`src/rtl/seq_div2c.sv`:
```
// Sequential radix-2 restoring divider: recovers the signed multiplicand X and
// remainder R from a signed product Z and an unsigned multiplier Y.
module seq_div2c #(
  parameter int ZW = 12,
  parameter int YW = 4,
  parameter int XW = 8
) (
  input  logic          clk,
  input  logic          reset,
  input  logic          in_valid,
  output logic          in_ready,
  input  logic [ZW-1:0] Z,
  input  logic [YW-1:0] Y,
  output logic          out_valid,
  input  logic          out_ready,
  output logic [ZW-1:0] Q,
  output logic [XW-1:0] X,
  output logic [YW:0]   R,
  output logic          ovf,
  output logic          dbz
);

  localparam int CW = $clog2(ZW);

  typedef enum logic [1:0] {
    S_IDLE = 2'd0,
    S_CALC = 2'd1,
    S_FIX  = 2'd2,
    S_DONE = 2'd3
  } state_t;

  state_t        state_q, state_d;
  logic [ZW-1:0] dvd_q, dvd_d;
  logic [YW-1:0] div_q, div_d;
  logic          neg_q, neg_d;
  logic [YW:0]   rem_q, rem_d;
  logic [ZW-1:0] quo_q, quo_d;
  logic [CW-1:0] cnt_q, cnt_d;
  logic [ZW-1:0] q_out_q, q_out_d;
  logic [YW:0]   r_out_q, r_out_d;
  logic          ovf_q, ovf_d;
  logic          dbz_q, dbz_d;
  logic          in_ready_q, in_ready_d;
  logic          out_valid_q, out_valid_d;

  logic [ZW-1:0] z_abs_s;
  logic [YW:0]   rem_sh_s;
  logic [YW:0]   rem_sub_s;
  logic          ge_s;
  logic [ZW-1:0] q_fix_s;
  logic [YW:0]   r_fix_s;
  logic          ovf_fix_s;

  // |Z| as unsigned: -2048 maps to 0x800, which is exactly 2048.
  assign z_abs_s   = Z[ZW-1] ? (~Z + {{(ZW-1){1'b0}}, 1'b1}) : Z;
  assign rem_sh_s  = {rem_q[YW-1:0], dvd_q[ZW-1]};
  assign ge_s      = (rem_sh_s >= {1'b0, div_q});
  assign rem_sub_s = rem_sh_s - {1'b0, div_q};
  assign q_fix_s   = neg_q ? (~quo_q + {{(ZW-1){1'b0}}, 1'b1}) : quo_q;
  assign r_fix_s   = neg_q ? (~rem_q + {{YW{1'b0}}, 1'b1}) : rem_q;
  // Fits the signed XW range only if the bits above XW-1 all copy the sign bit.
  assign ovf_fix_s = !((&q_fix_s[ZW-1:XW-1]) || !(|q_fix_s[ZW-1:XW-1]));

  // Next-state and datapath update for the divider sequence.
  always_comb begin
    state_d  = state_q;
    dvd_d    = dvd_q;
    div_d    = div_q;
    neg_d    = neg_q;
    rem_d    = rem_q;
    quo_d    = quo_q;
    cnt_d    = cnt_q;
    q_out_d  = q_out_q;
    r_out_d  = r_out_q;
    ovf_d    = ovf_q;
    dbz_d    = dbz_q;
    case (state_q)
      S_IDLE: begin
        if (in_valid) begin
          dvd_d   = z_abs_s;
          div_d   = Y;
          neg_d   = Z[ZW-1];
          rem_d   = '0;
          quo_d   = '0;
          cnt_d   = CW'(ZW - 1);
          state_d = (Y == {YW{1'b0}}) ? S_FIX : S_CALC;
        end else begin
          state_d = S_IDLE;
        end
      end
      S_CALC: begin
        rem_d = ge_s ? rem_sub_s : rem_sh_s;
        quo_d = {quo_q[ZW-2:0], ge_s};
        dvd_d = {dvd_q[ZW-2:0], 1'b0};
        if (cnt_q == {CW{1'b0}}) begin
          state_d = S_FIX;
        end else begin
          cnt_d = cnt_q - {{(CW-1){1'b0}}, 1'b1};
        end
      end
      S_FIX: begin
        // Divide-by-zero arrives here with quotient and remainder already cleared.
        q_out_d = q_fix_s;
        r_out_d = r_fix_s;
        ovf_d   = ovf_fix_s;
        dbz_d   = (div_q == {YW{1'b0}});
        state_d = S_DONE;
      end
      S_DONE: begin
        if (out_ready) begin
          state_d = S_IDLE;
        end else begin
          state_d = S_DONE;
        end
      end
      default: begin
        state_d = S_IDLE;
      end
    endcase
    in_ready_d  = (state_d == S_IDLE);
    out_valid_d = (state_d == S_DONE);
  end

  // State and datapath registers.
  always_ff @(posedge clk or posedge reset) begin
    if (reset) begin
      state_q     <= S_IDLE;
      dvd_q       <= '0;
      div_q       <= '0;
      neg_q       <= 1'b0;
      rem_q       <= '0;
      quo_q       <= '0;
      cnt_q       <= '0;
      q_out_q     <= '0;
      r_out_q     <= '0;
      ovf_q       <= 1'b0;
      dbz_q       <= 1'b0;
      in_ready_q  <= 1'b1;
      out_valid_q <= 1'b0;
    end else begin
      state_q     <= state_d;
      dvd_q       <= dvd_d;
      div_q       <= div_d;
      neg_q       <= neg_d;
      rem_q       <= rem_d;
      quo_q       <= quo_d;
      cnt_q       <= cnt_d;
      q_out_q     <= q_out_d;
      r_out_q     <= r_out_d;
      ovf_q       <= ovf_d;
      dbz_q       <= dbz_d;
      in_ready_q  <= in_ready_d;
      out_valid_q <= out_valid_d;
    end
  end

  assign in_ready  = in_ready_q;
  assign out_valid = out_valid_q;
  assign Q         = q_out_q;
  assign X         = q_out_q[XW-1:0];
  assign R         = r_out_q;
  assign ovf       = ovf_q;
  assign dbz       = dbz_q;

endmodule

```
`config.mk`:
```
export PLATFORM = sky130hd
export DESIGN_NAME = seq_div2c
export DESIGN_NICKNAME = d
export VERILOG_FILES = /design/src/rtl/seq_div2c.sv
export SDC_FILE = /design/constraint.sdc
export NUM_CORES = 1
export LEC_CHECK = 0
export CELL_PAD_IN_SITES_DETAIL_PLACEMENT = 1
export CELL_PAD_IN_SITES_GLOBAL_PLACEMENT = 1
export CORE_MARGIN = 3
export CORE_UTILIZATION = 41
export CTS_CLUSTER_DIAMETER = 150
export DETAILED_ROUTE_END_ITERATION = 10
export MAX_ROUTING_LAYER = met4
export PLACE_DENSITY_LB_ADDON = 0.1
export SETUP_SLACK_MARGIN = 0.02
export SYNTH_ARGS = -nofsm -noshare
export SYNTH_HDL_FRONTEND = slang
export SYNTH_SLANG_ARGS = --single-unit
```
`constraint.sdc`:
```
create_clock -name clk -period 2.6 [get_ports clk]
set_input_delay 0.78 -clock clk [delete_from_list [all_inputs] [get_ports clk]]
set_output_delay 0.78 -clock clk [all_outputs]
set_load 0.05 [all_outputs]
```
==> metrics.cfg <==
[worst_setup_path]
critPathMaxFanout=1
r2r-end=rem_q[1]
crit_path_end_kind=primary output
cp_slowest_stage_delay_ps=790
path_class=flip-flop to primary output
crit_chain=clkdlybuf4s50_1
crit_family=buffers and inverters
worst_ep_arrival_time_ps=1640
cp_data_required_time_ps=1820
r2r-start=rem_q[0]
crit_buf_inv=1
worst_r2r_path_depth=7
critPathLaunch=in_ready
regToRegSetupSlack_ps=430
start_kind=flip-flop
slowest_stage=clkdlybuf4s50_1

[timing]
finalSetupViolations=0
final_max_slew_viol_count=0
holdWs_ps=483
period_share_pct=93.0
rsz0062_at_grt=false
max_slew.worst_pin.slew_ps=609
finalHoldViolCount=0
clock-skew-final_ps=10.1
max_freq_mhz=414
layout_min_cycle_time_ps=2420
timing.slew.headroom_pct=59.4

[synthesis]
ys_seq_elements=61
yosys_warnings=0
yosysTopAreaCellShare_pct=47.4
ys_seq_area_share_pct=48.2
netlist_instances=340
synth_area_leader_cell=dfrtp_1
synth_common_cells=dfrtp_1 (60), nand2_1 (54), o21ai_0 (42), inv_1 (19)
synth.area.top_cells=dfrtp_1 (47%), o21ai_0 (6.6%), nand2_1 (6.4%)
synthMostInstantiatedCell=dfrtp_1
syn_avg_cell_area_um2=9.32
synth_nets=370
synthDistinctLibCells=47
synth_enable_flop_cells=0
synth_ff_type=dfrtp_1
synth_area_um2=3170
ys_async_sr_fraction_pct=100

[placed_design]
dp.cells=475
gp_congestion=0.817
dp_hpwl_mm=5.30
portBuffers=48

[pwr]
powerDensity_nw_per_um2=1420
p_leak_nw=1.74
vdd_drop_max_v=0.000555

[cts]
cts_tree=done
cts_buffers=9
cts_resized=0
ctsRootBufferMaster=clkbuf_8
h-tree-depth=3
clkSinkCount=61
insertion_delay_ps=330
cts_buffer_depth=2
cts_setup_buffers=0
hold_buffers=0
clkTransAtPathRegs_ps=70

[floorplan]
die_w_um=93.9
design.core.area_um2=7370
floorplan.initialDensity_pct=43.0
row_count=31
io_pins=49
dieArea_um2=8820
dieHeight_um=93.9

[min_path]
holdPathStages=2
min_from=R[3]
hp-class=flip-flop to flip-flop
timing.hold.worst_endpoint=R[3]

[run_status]
status=complete, no violations

[cells_and_area]
drive_above_1_share_pct=9.18
final_util_pct=53.8
layout.nets=417
area_growth_pct=25.0
n_fill_cell=886
antenna_cells=0
fin_cells=491

[route]
wirelength_mm=7.24
wl_per_cell_um=14.8
num_vias=2560
dr.pass1.iters=4
drc_errors=0
antenna_left=0
drt_iter0_markers=93
vias_per_cell=5.21

[global_route]
grt_pass1_vias=2539
antenna_found_initial=0
grt_usage_pct=18.2
overflow=0
grt_max_degree=62
grt_pass1_wl_mm=12.4

[flow_run]
drv_cap=0

-- registers in the layout, indices dropped and copies added, names as in the netlist --
| name | cells |
|---|---|
| Q | 12 |
| R | 5 |
| cnt_q | 4 |
| dbz | 1 |
| div_q | 4 |
| dvd_q | 12 |
| in_ready | 1 |
| neg_q | 1 |
| out_valid | 1 |
| ovf | 1 |
| quo_q | 12 |
| rem_q | 5 |
| state_q | 2 |
-- cell usage in the layout (no fill, tap or decap), drive strengths merged, types with 2 or more instances in the layout --
cell type and n:
nor4 5, clkdlybuf4s50 48, mux2i 6, or4 3, a31oi 5, or3 2
xnor2 11, o31ai 5, xor2 12, ha 9, nand2 54, inv 20
nor2 18, clkbuf 11, a21oi 18, o22ai 4, a22o 9, dfrtp 60
nand4 2, clkinv 4, o21ai 43, nor3 9, buf 12, nor3b 3
-- routing by layer --
layer  global-route usage, %  wire [µm]  vias up
met5                       -          0        -
met4                    5.66         87        0
met3                    3.53        292        9
met2                    28.4       3410       63
met1                    24.1       3460     1218
li1                        -          -     1270
-- metrics by stage --
stage	setup TNS [ps]	power [mW]	setup WS [ps]	area, µm²
after floorplan	0	3.97	309	3170
after global placement	0	4.72	43.6	3770
after detailed placement	-89.4	4.84	-89.4	3770
after CTS	0	5.69	162	3960
after global routing	0	6.10	134	3960
final	0	5.61	182	3960
-- where the power goes --
group          leakage [nW]  internal (mW)  switching [mW]
logic                 0.862           1.18            1.85
clock network         0.103          0.462           0.356
registers             0.771           1.38           0.391
-- worst max path at each step --
stage          endpoint  cells after the start  slack, ps
3_3_place_gp   dvd_q[9]                      7         40
4_1_cts        in_ready                      1        160
5_1_grt        in_ready                      1        130
2_1_floorplan      Q[0]                      1        310
3_5_place_dp   dvd_q[9]                      7        -90
6_report       in_ready                      1        180
-- cell families (layout without fill, tap and decap cells) --
group	Yosys count	after routing	synth area share [%]
adder cells (fa/ha/maj)	10	10	4.18
AND/OR/NAND/NOR	101	101	14.9
multiplexers	7	7	2.25
buffers and inverters	44	96	6.24
flip-flops	61	61	48.2
AO/OA/AOI/OAI	94	94	17.9
XOR/XNOR	23	23	6.36
-- area by class of cell --
class / count / area [µm²] / area share (%)
Sequential cell: 61 / 1530 / 38.6
Multi-Input combinational cell: 235 / 1450 / 36.6
Timing Repair Buffer: 60 / 596 / 15.0
Clock buffer: 11 / 141 / 3.57
Tap cell: 99 / 124 / 3.13
Inverter: 20 / 75.1 / 1.89
Clock inverter: 5 / 50.0 / 1.26
No activity file was read; power rests on OpenSTA's default activity.
